[src/rtl/ped_track_if.sv]
// ped_track_if: sample stream and pedestal control bundle.
// The master side drives the ADC samples and controls; the slave side returns the results.
interface ped_track_if #(
    parameter int ABITS = 12
);
    logic [ABITS-1:0] adc_data;
    logic             invert;
    logic             start;
    logic [ABITS-1:0] reject_thr;
    logic [15:0]      data;
    logic [ABITS-1:0] ped;
    logic             ped_valid;
    logic             busy;
    logic             done;
    logic [7:0]       reject_cnt;

    modport master (
        output adc_data, invert, start, reject_thr,
        input  data, ped, ped_valid, busy, done, reject_cnt
    );

    modport slave (
        input  adc_data, invert, start, reject_thr,
        output data, ped, ped_valid, busy, done, reject_cnt
    );
endinterface

[src/rtl/ped_track.sv]
// ped_track: measures the pedestal by averaging 2^AVGLOG samples and outputs baseline-subtracted samples.
// Defining PED_AUTO_EN adds an internal start every PERIOD cycles.
module ped_track #(
    parameter int          ABITS  = 12,
    parameter int          AVGLOG = 4,
    parameter logic [15:0] PERIOD = 16'd50000
) (
    input  logic      adcclk,
    input  logic      reset,
    ped_track_if.slave bus
);
    typedef enum logic [1:0] {IDLE, ACCUM, UPDATE} state_t;

    localparam int AW = ABITS + AVGLOG;
    localparam logic [AVGLOG-1:0] CNT_ONE = 1;

    state_t            state_q;
    logic [AW-1:0]     acc_q;
    logic [AVGLOG-1:0] cnt_q;
    logic [ABITS-1:0]  ped_q;
    logic              ped_valid_q;
    logic              busy_q;
    logic              done_q;
    logic [7:0]        rej_q;
    logic [ABITS-1:0]  adc_q;
    logic [15:0]       data_q;
    logic [15:0]       data_d;
    logic [ABITS:0]    sub;
    logic [ABITS-1:0]  absd;
    logic [AW-1:0]     adc_ext;
    logic              auto_start;
    logic              start_any;

`ifdef PED_AUTO_EN
    logic [15:0] per_q;

    // Free-running period counter; fires once every PERIOD cycles
    always_ff @(posedge adcclk) begin
        if (reset || auto_start) per_q <= 16'd0;
        else                     per_q <= per_q + 16'd1;
    end

    assign auto_start = (per_q == PERIOD - 16'd1);
`else
    // PERIOD has no effect when automatic starts are not built in
    assign auto_start = (PERIOD == 16'd0) & 1'b0;
`endif

    assign start_any = bus.start | auto_start;
    assign adc_ext   = {{AVGLOG{1'b0}}, bus.adc_data};
    assign absd      = (bus.adc_data >= ped_q) ? bus.adc_data - ped_q
                                               : ped_q - bus.adc_data;

    // Measurement FSM: accumulate, reject outliers, then load the pedestal
    always_ff @(posedge adcclk) begin
        if (reset) begin
            state_q     <= IDLE;
            acc_q       <= '0;
            cnt_q       <= '0;
            ped_q       <= '0;
            ped_valid_q <= 1'b0;
            busy_q      <= 1'b0;
            done_q      <= 1'b0;
            rej_q       <= 8'd0;
        end else begin
            done_q <= 1'b0;
            unique case (state_q)
                IDLE: begin
                    if (start_any) begin
                        state_q <= ACCUM;
                        busy_q  <= 1'b1;
                        acc_q   <= '0;
                        cnt_q   <= '0;
                    end
                end
                ACCUM: begin
                    if (ped_valid_q && (absd > bus.reject_thr)) begin
                        acc_q <= '0;
                        cnt_q <= '0;
                        if (rej_q != 8'hFF) rej_q <= rej_q + 8'd1;
                    end else begin
                        acc_q <= acc_q + adc_ext;
                        cnt_q <= cnt_q + CNT_ONE;
                        if (&cnt_q) state_q <= UPDATE;
                    end
                end
                UPDATE: begin
                    ped_q       <= acc_q[AW-1:AVGLOG];
                    ped_valid_q <= 1'b1;
                    done_q      <= 1'b1;
                    busy_q      <= 1'b0;
                    state_q     <= IDLE;
                end
                default: state_q <= IDLE;
            endcase
        end
    end

    // Signed difference against the current pedestal, direction chosen by invert
    always_comb begin
        sub = '0;
        if (bus.invert) sub = {1'b0, ped_q} - {1'b0, adc_q};
        else            sub = {1'b0, adc_q} - {1'b0, ped_q};
        data_d = {{(15 - ABITS){sub[ABITS]}}, sub};
    end

    // Two-stage sample path: capture the ADC word, then register the difference
    always_ff @(posedge adcclk) begin
        if (reset) begin
            adc_q  <= '0;
            data_q <= 16'd0;
        end else begin
            adc_q  <= bus.adc_data;
            data_q <= data_d;
        end
    end

    assign bus.data       = data_q;
    assign bus.ped        = ped_q;
    assign bus.ped_valid  = ped_valid_q;
    assign bus.busy       = busy_q;
    assign bus.done       = done_q;
    assign bus.reject_cnt = rej_q;
endmodule
[src/flat_wrapper.sv]
// flat-port wrapper written by rule: the top's interface ports become plain ports
module ped_track_flat 
#(
    parameter int          ABITS  = 12,
    parameter int          AVGLOG = 4,
    parameter logic [15:0] PERIOD = 16'd50000
)
  (adcclk, reset, bus_adc_data, bus_invert, bus_start, bus_reject_thr, bus_data, bus_ped, bus_ped_valid, bus_busy, bus_done, bus_reject_cnt);
  ped_track_if #(.ABITS(ABITS)) bus_i ();
  input  logic adcclk;
  input  logic reset;
  input wire logic [$bits(bus_i.adc_data)-1:0] bus_adc_data;
  input wire logic [$bits(bus_i.invert)-1:0] bus_invert;
  input wire logic [$bits(bus_i.start)-1:0] bus_start;
  input wire logic [$bits(bus_i.reject_thr)-1:0] bus_reject_thr;
  output wire logic [$bits(bus_i.data)-1:0] bus_data;
  output wire logic [$bits(bus_i.ped)-1:0] bus_ped;
  output wire logic [$bits(bus_i.ped_valid)-1:0] bus_ped_valid;
  output wire logic [$bits(bus_i.busy)-1:0] bus_busy;
  output wire logic [$bits(bus_i.done)-1:0] bus_done;
  output wire logic [$bits(bus_i.reject_cnt)-1:0] bus_reject_cnt;
  assign bus_i.adc_data = bus_adc_data;
  assign bus_i.invert = bus_invert;
  assign bus_i.start = bus_start;
  assign bus_i.reject_thr = bus_reject_thr;
  assign bus_data = bus_i.data;
  assign bus_ped = bus_i.ped;
  assign bus_ped_valid = bus_i.ped_valid;
  assign bus_busy = bus_i.busy;
  assign bus_done = bus_i.done;
  assign bus_reject_cnt = bus_i.reject_cnt;
  ped_track #(.ABITS(ABITS), .AVGLOG(AVGLOG), .PERIOD(PERIOD)) u_core (.adcclk(adcclk), .reset(reset), .bus(bus_i));
endmodule
[config.mk]
export PLATFORM = sky130hd
export DESIGN_NAME = ped_track_flat
export DESIGN_NICKNAME = d
export VERILOG_FILES = /design/src/rtl/ped_track_if.sv /design/src/rtl/ped_track.sv /design/src/flat_wrapper.sv
export SDC_FILE = /design/constraint.sdc
export NUM_CORES = 1
export LEC_CHECK = 0
export ABC_AREA = 1
export BUFFER_PORTS_ARGS = -buffer_cell sky130_fd_sc_hd__buf_4
export CAP_MARGIN = 20
export CORE_MARGIN = 2
export CORE_UTILIZATION = 54
export DETAILED_ROUTE_END_ITERATION = 7
export PLACE_DENSITY_LB_ADDON = 0.3
export SYNTH_ARGS = -nofsm -noshare
export SYNTH_HDL_FRONTEND = slang
export SYNTH_SLANG_ARGS = --single-unit
[constraint.sdc]
create_clock -name adcclk -period 3.4 [get_ports adcclk]
set_input_delay 0.17 -clock adcclk [delete_from_list [all_inputs] [get_ports adcclk]]
set_output_delay 0.17 -clock adcclk [all_outputs]
set_load 0.01 [all_outputs]
### After elaboration in Yosys (flattened, before gate mapping)

Cells that the tools add are included.

| storage, ports and cells | value |
|---|---|
| bits in registers | 70 |
| output and inout bits | 39 |
| bits of input ports | 28 |

| cells by class | value |
|---|---|
| mux-type cells | 15 |
| reduce and logical (&&, ||, !) cells | 9 |
| $lt $le $gt $ge | 2 |
| $add $sub $neg | 7 |
| equality and inequality tests | 6 |

Operators with widths:

| kind | count |
|---|---|
| 16-bit 2-to-1 mux | 2 |
| 16-bit one-hot mux with 2 select lines | 1 |
| 12-bit by 12-bit subtractor with 13-bit output | 2 |
| 12-bit subtractor | 2 |
| 16-bit by 12-bit adder with 16-bit output | 1 |
| 13-bit 2-to-1 mux | 1 |
| 12-bit >= comparator | 1 |
| 12-bit > comparator | 1 |
| 12-bit 2-to-1 mux | 1 |
| 8-bit by 1-bit adder with 8-bit output, second input constant | 1 |
| 4-bit 2-to-1 mux | 2 |
| 8-bit inequality test, second input constant | 1 |
| 4-bit one-hot mux with 2 select lines | 1 |
| 2-bit 2-to-1 mux | 3 |
| 3-bit AND reduction | 2 |
| 4-bit by 1-bit adder with 4-bit output, second input constant | 1 |
| 2-bit inequality test, second input constant | 2 |
| 2-bit one-hot mux with 2 select lines | 1 |
| 2-bit AND reduction | 2 |
| 4-bit AND reduction | 1 |
| 2-bit nonzero test | 2 |
| 2-bit by 1-bit equality test with 1-bit output, second input constant | 1 |
| 2-bit equality test, second input constant | 1 |
| 2-bit logical NOT | 1 |
| other kinds (4) | 5 |

### Depth between registers and ports, before layout

Gate-level depths: netlist (run 1).

| logic depth | value |
|---|---|
| word-level depth | 6 |
| mapped depth | 27 |
| gate-level depth less buffers | 25 |

### Worst setup path before layout (run 1)

Ideal clock, no wire load.

| timing | value |
|---|---|
| path kind | register -> register |
| start point | register u_core.ped_q[1] (netlist: u_core.bus.ped[1]) |
| end point | register u_core.cnt_q[3] |
| cell stages (with the launch flop) | 25 |
| arrival | 3.161 ns |
| setup time | 0.069 ns |
| slack | 0.170 ns |
| required time | 3.331 ns |
| period minus slack after synthesis | 3.230 ns |
| cells stage by stage | dfxtp_1 -> inv_1 -> fa_1 -> a21oi_2 -> a21oi_1 -> nand2_1 -> nand2_2 -> inv_1 -> nand2_1 -> nand2_1 -> inv_1 -> ha_1 -> nand2_1 -> inv_1 -> nand2_2 -> nor2_2 -> nand2_1 -> nand2_1 -> inv_2 -> nand2_4 -> inv_4 -> nor2_8 -> buf_12 -> nand2_2 -> a21oi_2 |

| on the way | value |
|---|---|
| word-level cells in the longest chain between the ends | 6 |
| elaborated cells between the ends (all ways) | 8 |
| classes of those cells | add/sub: 2; order compare: 2; mux: 3; reduce/logical: 1 |

Ends and longest elaborated chain:

| what | line | source |
|---|---|---|
| from (decl) | ped_track.sv:20 | `logic [ABITS-1:0] ped_q;` |
| from (signal assigned) | ped_track.sv:88 | `ped_q <= acc_q[AW-1:AVGLOG];` |
| 12-bit subtractor (tied with other cells) | ped_track.sv:52 | `: ped_q - bus.adc_data;` |
| 12-bit 2-to-1 mux (*) | ped_track.sv:51 | `assign absd = (bus.adc_data >= ped_q) ? bus.adc_data - ped_q` |
| 12-bit > comparator (*) | ped_track.sv:77 | `if (ped_valid_q && (absd > bus.reject_thr)) begin` |
| 1-bit logical AND (*) | ped_track.sv:77 |  |
| 4-bit 2-to-1 mux (*) | ped_track.sv:77 |  |
| 4-bit one-hot mux with 2 select lines (*) | ped_track.sv:67 | `unique case (state_q)` |
| to (signal assigned) | ped_track.sv:83 | `cnt_q <= cnt_q + CNT_ONE;` |
| to (decl) | ped_track.sv:19 | `logic [AVGLOG-1:0] cnt_q;` |

Every way passes the cells marked *; elsewhere a longest branch is shown, timed or not.
A chain may end at the register's enable or synchronous reset.

### Final worst setup path (run 1)

| timing | value |
|---|---|
| start point | register u_core.ped_q[11] (netlist: u_core.bus.ped[11]) |
| end point | register u_core.cnt_q[1] |

Same word-level chain as after synthesis.

==> results_dict.tcl, run 1 <==
set metrics [dict create \
    rrSetupSlack_ns 0.22 \
    syn_inst 934 \
    r2r_end "u_core.cnt_q[1]" \
    wl_microns 17000 \
    synth_mux_area_share_pct 0 \
    end_kind "flip-flop" \
    worstMarginPinSlew_ns 0.742 \
    cts-hold-fix-buffers 0 \
    yosys_most_used_dff "dfxtp_1" \
    fin_nets 1128 \
    cts_buffers 9 \
    grt_usage_pct 29.0 \
    numClockSinks 70 \
    fin_crit_sh_pct 93.6 \
    tns_ns 0 \
    ys_warn_count 0 \
    powerDensity_nw_per_um2 398 \
    min_from "bus_adc_data[11]" \
    vias 6308 \
    max_slew_margin_pct 50.5 \
    viasPerCell 5.41 \
    synth_edf_count 0 \
    clkTransAtPathRegs_ns 0.06 \
    r2r_cells 19 \
    antenna_found_initial 0 \
    drv_slew 0 \
    die_h_microns 110 \
    die-area_sq_um 12200 \
    fin_worst_skew_ns 0.00568 \
    yosysSeqAreaShare_pct 23.0 \
    cp.required_ns 3.66 \
    holdPathEnd "u_core.adc_q[11]" \
    area_growth_pct 22.0 \
    yosysTopAreaCell "dfxtp_1" \
    path_class "flip-flop to flip-flop" \
    synth_cell_type_count 39 \
    initial_utilization_pct 55.7 \
    root_buffer "clkbuf_16" \
    ys_ff_latch 70 \
    yosysTopAreaCellShare_pct 23.0 \
    drt_iter0_drc 532 \
    whs_path_depth 3 \
    cp.arrival_ns 3.45 \
    finalCriticalPeriod_ns 3.18 \
    yosysMostFrequentCell "nand2_1" \
    portBuffers 66 \
    grt_pass1_wl_microns 27400 \
    grt_max_degree 51 \
    drive_above_1_share_pct 18.1 \
    drtPass1Iterations 5 \
    final_util_pct 68.0 \
    synth_xor_area_share_pct 4.45 \
    diodes 0 \
    synth_compound_area_share_pct 15.3 \
    cp_max_fo 8 \
    synth_top_family_by_area "simple AND/OR/NAND/NOR gates" \
    cts-htree-levels 3 \
    ir_worst_vdd_mv 0.329 \
    synth_area_leaders "dfxtp_1 (23%), nand2_1 (15%), ha_1 (15%)" \
    core_sq_um 10900 \
    start_kind "flip-flop" \
    hp-class "input pin to flip-flop" \
    max-cap-violations 0 \
    leakage_nw 3.84 \
    wl_per_cell_microns 14.5 \
    drc 0 \
    r2r-start "u_core.bus.ped[11]" \
    die_x_microns 110 \
    hold_viol 0 \
    async_flop_share_pct 0 \
    clock_path_buffers 2 \
    clk_latency_ns 0.34 \
    syn-cell-area_sq_um 6090 \
    routabilityCongestion 0.977 \
    cts_tree "done" \
    synthTopCellsByCount "nand2_1 (248), inv_1 (142), a21oi_1 (86), nor2_1 (74), ha_1 (73)" \
    synthAdderAreaFrac_pct 16.6 \
    ioPinCount 67 \
    synth-simple-area-share_pct 29.5 \
    dp_hpwl_microns 13000 \
    grt_overflow 0 \
    status "finished, final reports clean" \
    fmax_mhz 314 \
    antenna_left 0 \
    synthesis.nets 1040 \
    grt_pass1_vias 5783 \
    syn_area_per_cell_sq_um 6.53 \
    rows 38 \
    crit_start "u_core.bus.ped[11]" \
    setup_viol 0 \
]
-- what timing repair did --
action,4_1_cts,5_1_grt
endpoints found under the setup margin,0,30
buffers inserted,0,2
gates resized for setup,0,45
-- report_power, final --
part | internal (mW) | total, mW | switching, mW
registers | 0.873 | 0.903 | 0.0299
logic | 0.400 | 1.01 | 0.607
clock network | 0.682 | 1.04 | 0.363
-- cell type report --
cell class / count / area [sq um]
Clock buffer: 11 / 253
Clock inverter: 5 / 81.3
Fill cell: 939 / 3500
Inverter: 146 / 553
Multi-Input combinational cell: 696 / 4180
Sequential cell: 70 / 1400
Tap cell: 140 / 175
Timing Repair Buffer: 99 / 786
-- registers in the layout, indices dropped and copies added, names as in the netlist --
name                   flops
u_core.acc_q              16
u_core.adc_q              12
u_core.bus.busy            1
u_core.bus.data           13
u_core.bus.done            1
u_core.bus.ped            12
u_core.bus.ped_valid       1
u_core.bus.reject_cnt      8
u_core.cnt_q               4
u_core.state_q             2
-- metal layers --
| metal | global-route usage, % | part of all wire, % | up-vias | routed length [microns] |
|---|---|---|---|---|
| met5 | 0 | 0 | - | 0 |
| met4 | 6.52 | 1.3 | 0 | 225 |
| met3 | 6.29 | 7.7 | 25 | 1310 |
| met2 | 47.9 | 46 | 247 | 7850 |
| met1 | 39.0 | 45 | 2870 | 7580 |
| li1 | - | - | 3166 | - |
-- placed cells by master (no fill, tap or decap), types with 3 or more instances in the layout --
cell / instances
nand4_1: 17
xnor2_1: 3
buf_4: 96
o21ai_0: 42
inv_2: 9
nand2_1: 243
o21ai_1: 4
clkbuf_16: 10
nor2_2: 4
ha_4: 7
inv_1: 135
nand2_2: 16
a21oi_1: 82
a21boi_0: 4
o21bai_1: 6
nand3b_1: 4
nand3_1: 51
a21oi_2: 16
and2_1: 5
ha_1: 65
fa_1: 4
xor2_1: 28
nand2_4: 3
dfxtp_1: 69
nor2_1: 69
-- per-stage QoR --
stage | area, sq um | hold WS (ns) | setup WS (ns) | total power [mW] | cells
finish | 7430 | 0.0828 | 0.216 | 2.96 | 1167
global route | 7430 | 0.0766 | -0.0275 | 3.14 | 1167
CTS | 7220 | 0.0766 | 0.0259 | 2.90 | 1164
detailed placement | 6890 | 0.429 | 0.0583 | 1.86 | 1148
global placement | 6890 | 0.419 | 0.205 | 1.84 | 1148
floorplan | 6090 | 0.277 | 0.170 | 1.58 | 934
-- logic make-up (layout without fill, tap and decap cells) --
kind of cell | after synthesis | count (layout)
DFF | 70 | 70
and+or+nand+nor | 421 | 421
xor gates and xnor gates | 31 | 31
buffers and inverters | 168 | 261
adders and majority gates | 78 | 78
AOI/OAI and AO/OA | 166 | 166
-- worst max-delay path, stage by stage, from the launching register on --
cell and delay [ns]:
dfxtp_1 0.33, inv_1 0.08, ha_1 0.41, a21oi_1 0.22, nand2_1 0.10, nor2_2 0.17
buf_4 0.14, nand3_1 0.11, nand3_1 0.10, nand2_1 0.06, ha_1 0.29, a21o_1 0.20
nor2_1 0.17, nand3_2 0.11, nand2_4 0.10, inv_4 0.06, nor2_8 0.12, clkbuf_16 0.18
nand2_2 0.05, a21oi_2 0.10
-- worst max-delay path by stage --
stage                       endpoint  cells after the start
detailed placement   u_core.acc_q[2]                     25
global route         u_core.acc_q[2]                     20
finish               u_core.cnt_q[1]                     19
floorplan            u_core.cnt_q[3]                     24
global placement    u_core.acc_q[12]                     23
CTS                  u_core.acc_q[2]                     25
(Power assumes the default switching activity.)
==> run 2: changes to the inputs <==
- RECOVER_POWER: not set -> 25
==> run 2 against run 1 <==
Global-route usage did not move. Non-clock buffer count stayed put. Cell area fell by 0.66%. Worst setup slack got worse by 0.0035 ns. Clock skew barely moved. Maximum frequency shrank 0.11%. Flip-flop and latch count stayed put. Wire length up 0.16%. Register-to-register slack about the same. Clock power is essentially flat. Highest routed layer unchanged.
==> results_dict.tcl, run 2 (synthesized netlist as in run 1, its figures left out) <==
set metrics [dict create \
    fin_worst_hold_slack_ns 0.0841 \
    wl_per_cell_microns 14.6 \
    initial_utilization_pct 55.7 \
    drc 0 \
    clk_latency_ns 0.34 \
    drt_iter0_drc 498 \
    die-area_sq_um 12200 \
    stdcell_count 1167 \
    setup_viol 0 \
    viasPerCell 5.37 \
    max_slew_margin_pct 50.9 \
    max-cap-violations 0 \
    status "finished, final reports clean" \
    fin_crit_sh_pct 93.8 \
    cts-htree-levels 3 \
    layout_commonest_cell "nand2_1" \
    diodes 0 \
    grt_pass1_vias 5783 \
    start_kind "flip-flop" \
    vias 6263 \
    rows 38 \
    numClockSinks 70 \
    ir_worst_vdd_mv 0.330 \
    leakage_nw 3.78 \
    core_sq_um 10900 \
    placed_area_sq_um 6890 \
    grt_pass1_wl_microns 27400 \
    dp_hpwl_microns 13000 \
    fin_nets 1128 \
    finish.instance_area_sq_um 7380 \
    worstMarginPinSlew_ns 0.736 \
    drive_above_1_share_pct 16.8 \
    routabilityCongestion 0.977 \
    ioPinCount 67 \
    cts-hold-fix-buffers 0 \
    cp.required_ns 3.67 \
    drv_slew 0 \
    fin_worst_skew_ns 0.00522 \
    cts_buffers 9 \
    most-common-layout-cells "nand2_1 (243), inv_1 (135), buf_4 (83)" \
    powerDensity_nw_per_um2 399 \
    grt_max_degree 51 \
    fmax_mhz 314 \
    drtPass1Iterations 5 \
    grt_usage_pct 29.0 \
    die_x_microns 110 \
    finalCriticalPeriod_ns 3.19 \
    clock_path_buffers 2 \
    fill_cells 959 \
    root_buffer "clkbuf_16" \
    wl_microns 17000 \
    dp.cells 1148 \
    hp-class "input pin to flip-flop" \
    cp_max_fo 8 \
    die_h_microns 110 \
    antenna_left 0 \
    portBuffers 66 \
    ff_latch_area_sq_um 1400 \
    antenna_found_initial 0 \
    grt_overflow 0 \
    top_register "u_core.acc_q" \
    hold_viol 0 \
    end_kind "flip-flop" \
    largest_register_ffs 16 \
    path_class "flip-flop to flip-flop" \
    cp.arrival_ns 3.45 \
    clkTransAtPathRegs_ns 0.06 \
    area_growth_pct 21.2 \
    multi_input_area_sq_um 4180 \
    cts_tree "done" \
]
## run 2: cell types whose count changed in the layout (fill, tap and decap cells not counted)
| cell | change |
|---|---|
| buf_4 | -13 |
| clkbuf_1 | +13 |
## run 2: power breakdown
part           internal, mW  leakage (nW)  switching (mW)
combinational         0.386          3.05           0.608
clock                 0.682         0.162           0.369
sequential            0.873         0.574          0.0292
## run 2: worst paths after layout
| check | start | to | slack [ns] | cells after the start |
|---|---|---|---|---|
| max | u_core.bus.ped[10] | u_core.cnt_q[2] | 0.21 | 19 |
| min | bus_adc_data[11] | u_core.adc_q[11] | 0.08 | 3 |
| max reg2reg | u_core.bus.ped[10] | u_core.cnt_q[2] | 0.21 | 19 |
| min reg2reg | u_core.acc_q[0] | u_core.acc_q[0] | 0.48 | 2 |
## run 2: through the flow
stage / power, mW / utilization [%] / setup WS, ns / setup TNS (ns)
global placement: 1.84 / 63.0 / 0.205 / 0
detailed placement: 1.86 / 63.0 / 0.0583 / 0
CTS: 2.90 / 66.0 / 0.0259 / 0
floorplan: 1.58 / - / 0.170 / 0
global route: 3.12 / 67.5 / -0.0275 / -0.102
finish: 2.95 / 67.5 / 0.212 / 0
## run 2: repair_timing
| item | in CTS | in global routing |
|---|---|---|
| setup endpoints to repair | 0 | 30 |
| buffers inserted | 0 | 2 |
| gates resized for setup | 0 | 45 |
## run 2: final cells by class
type	instances	area share, %
clock buffer	11	3.42
inverter	146	7.49
sequential	70	19.0
multi-input combinational	696	56.6
clock inverter	5	1.10
tap	140	2.37
timing repair buffer	99	9.98
## run 2: critical path, cell delays in order, from the launching register on
cell	delay, ns
dfxtp_1	0.33
inv_1	0.10
ha_2	0.45
nand3_1	0.18
nor3_2	0.24
nand2_1	0.07
nand3_1	0.07
nand3_1	0.11
nand3_1	0.10
nand2_1	0.06
ha_1	0.29
a21o_1	0.20
nor2_1	0.17
nand3_2	0.11
nand2_4	0.10
inv_4	0.06
nor2_8	0.12
clkbuf_16	0.18
nand2_2	0.05
a21oi_2	0.11
## run 2: layer usage
layer  GRT usage [%]  up-vias  part of all wire [%]
met4            6.52        0                   1.4
met2            47.9      218                    46
met3            6.29       27                   7.5
met5               0        -                     0
li1                -     3163                     -
met1            39.0     2855                    45
==> run 3: changes to the inputs <==
- SETUP_SLACK_MARGIN: not set -> 0.1
- clock period: 3.4 -> 3.1 ns (I/O delays scaled with it)
==> run 3 against run 2 <==
The flow now finishes with violations (setup timing). Maximum frequency decreased by 3.5%. First-iteration DRC count increased by 18%. Final cell count increased by 6.3%. Utilization increased by 10 points. Sequential share of layout area decreased by 2.3 points. Wire length increased by 18%. Combinational power increased by 44%. Worst setup slack got worse by 0.42 ns. Clock-buffer cell count decreased by 1. Flip-flop and latch count unchanged. Non-clock buffer count increased by 74. Sequential power increased by 10%.
==> results_dict.tcl, run 3 (synthesized netlist as in run 1, its figures left out) <==
set metrics [dict create \
    status "finished, violations left" \
    failed_checks "setup timing" \
    core_sq_um 10900 \
    worst-path-buf-inv 7 \
    area_growth_pct 39.3 \
    top_register "u_core.acc_q" \
    dp_hpwl_microns 14100 \
    numClockSinks 70 \
    hold_viol 0 \
    p_seq_share_pct 28.3 \
    clk_latency_ns 0.35 \
    drive_above_1_share_pct 31.2 \
    die-area_sq_um 12200 \
    rsz0062_at_grt "true" \
    initial_utilization_pct 55.7 \
    fmax_mhz 303 \
    crit_path_max_incr_delay_ns 0.42 \
    most-common-layout-cells "nand2_1 (215), buf_4 (163), inv_1 (126)" \
    fin_crit_sh_pct 107 \
    worstPathCellList "ha_4 > inv_4 > fa_2 > a21oi_4 > a21oi_2 > nand2_2 > nand2_4 > buf_12 > clkinv_8 > nand2_2 > nand2_2 > inv_2 > ha_4 > nand4_1 > nor2_4 > nand2_1 > nand2_1 > inv_2 > nand2_4 > inv_8 > nor2_8 > buf_16 > nand2_4 > a21oi_2" \
    drt_iter0_drc 588 \
    cp.arrival_ns 3.58 \
    cts_tree "done" \
    cts-htree-levels 3 \
    finish.instance_area_sq_um 8490 \
    start_kind "flip-flop" \
    wl_per_cell_microns 16.2 \
    worstMarginPinSlew_ns 0.707 \
    vias 6792 \
    diodes 0 \
    grt_usage_pct 32.4 \
    grt_pass1_vias 6206 \
    antenna_found_initial 0 \
    ir_worst_vdd_mv 0.321 \
    fin_worst_skew_ns 0.00812 \
    finalCriticalPeriod_ns 3.30 \
    routabilityCongestion 1.00 \
    max_slew_margin_pct 52.8 \
    combPwrFrac_pct 40.9 \
    clock_path_buffers 2 \
    die_x_microns 110 \
    drc 0 \
    p_sw_mw 1.28 \
    layout_commonest_cell "nand2_1" \
    viasPerCell 5.47 \
    wl_microns 20000 \
    max-cap-violations 0 \
    leakage_nw 4.27 \
    p_clk_share_pct 30.7 \
    placed_area_sq_um 7290 \
    clkTransAtPathRegs_ns 0.06 \
    swShare_pct 36.6 \
    setup_ws_ns -0.204 \
    end_kind "flip-flop" \
    portBuffers 66 \
    ioPinCount 67 \
    drv_slew 0 \
    root_buffer "clkbuf_16" \
    internal-power_mw 2.22 \
    grt_max_degree 51 \
    ff_latch_area_sq_um 1410 \
    slowest_stage "fa_2" \
    setup_viol 30 \
    cts_buffers 9 \
    cp_max_fo 8 \
    grt_overflow 0 \
    fin_nets 1202 \
    cp.required_ns 3.38 \
    path_class "flip-flop to flip-flop" \
    fill_cells 777 \
    drtPass1Iterations 5 \
    path_delay_family "simple AND/OR/NAND/NOR gates" \
    powerDensity_nw_per_um2 412 \
    largest_register_ffs 16 \
    multi_input_area_sq_um 4630 \
    grt_pass1_wl_microns 30300 \
    tns_ns -4.65 \
    rows 38 \
    antenna_left 0 \
    hp-class "input pin to flip-flop" \
    die_h_microns 110 \
]
-- run 3: path summary, 6_finish.rpt --
path	from	end	slack, ns	cells past startpoint
setup reg to reg	u_core.bus.ped[0]	u_core.acc_q[7]	-0.20	24
hold reg to reg	u_core.bus.busy	u_core.bus.busy	0.47	2
setup / recovery	u_core.bus.ped[0]	u_core.acc_q[7]	-0.20	24
hold / removal	bus_adc_data[11]	u_core.adc_q[11]	0.07	3
-- run 3: worst reg2reg max path, stage by stage, from the launching register on --
cell	delay, ns
dfxtp_2	0.37
ha_4	0.15
inv_4	0.04
fa_2	0.42
a21oi_4	0.20
a21oi_2	0.07
nand2_2	0.10
nand2_4	0.08
buf_12	0.15
clkinv_8	0.06
nand2_2	0.06
nand2_2	0.07
inv_2	0.04
ha_4	0.26
nand4_1	0.15
nor2_4	0.17
nand2_1	0.10
nand2_1	0.08
inv_2	0.05
nand2_4	0.10
inv_8	0.06
nor2_8	0.13
buf_16	0.16
nand2_4	0.05
a21oi_2	0.12
-- run 3: final cells by class --
| type | count | area share, % |
|---|---|---|
| Clock buffer | 10 | 2.82 |
| Tap cell | 140 | 2.06 |
| Multi-Input combinational cell | 696 | 54.6 |
| Timing Repair Buffer | 173 | 16.2 |
| Inverter | 146 | 6.85 |
| Sequential cell | 70 | 16.7 |
| Clock inverter | 6 | 0.811 |
-- run 3: per-stage QoR --
stage          instances  setup slack, ns  utilization, %  power, mW  hold WS, ns
3_5_place_dp        1200           -0.248            66.6       2.12        0.416
2_1_floorplan        934            0.113               -       1.73        0.262
3_3_place_gp        1200           -0.196            66.6       2.10        0.404
5_1_grt             1241           -0.337            77.6       3.69       0.0696
4_1_cts             1230           -0.126            72.8       3.28       0.0653
6_report            1241           -0.204            77.6       3.50       0.0688
-- run 3: repair_timing --
| action | in CTS | in global routing |
|---|---|---|
| pin swaps | 19 | 52 |
| endpoints found under the hold margin | 0 | 0 |
| setup buffers | 13 | 11 |
| setup endpoints to repair | 30 | 30 |
| gates cloned | 1 | 0 |
| hold buffers | 0 | 0 |
| resized for setup | 51 | 113 |
-- run 3: metal layers --
metal | wire [microns] | part of all wire (%) | vias up | global-route usage [%]
li1 | - | - | 3310 | -
met1 | 8390 | 42 | 3121 | 42.2
met2 | 9540 | 48 | 316 | 53.4
met3 | 1680 | 8.4 | 45 | 7.17
met4 | 432 | 2.2 | 0 | 10.1
met5 | 0 | 0 | - | 0
-- run 3: power by group through the flow --
stage	logic, mW	clock network, mW	registers [mW]
finish	1.43	1.08	0.992
global placement	1.09	0	1.01
floorplan	0.710	0	1.02
global route	1.57	1.12	0.999
CTS	1.21	1.08	0.990
detailed placement	1.11	0	1.01
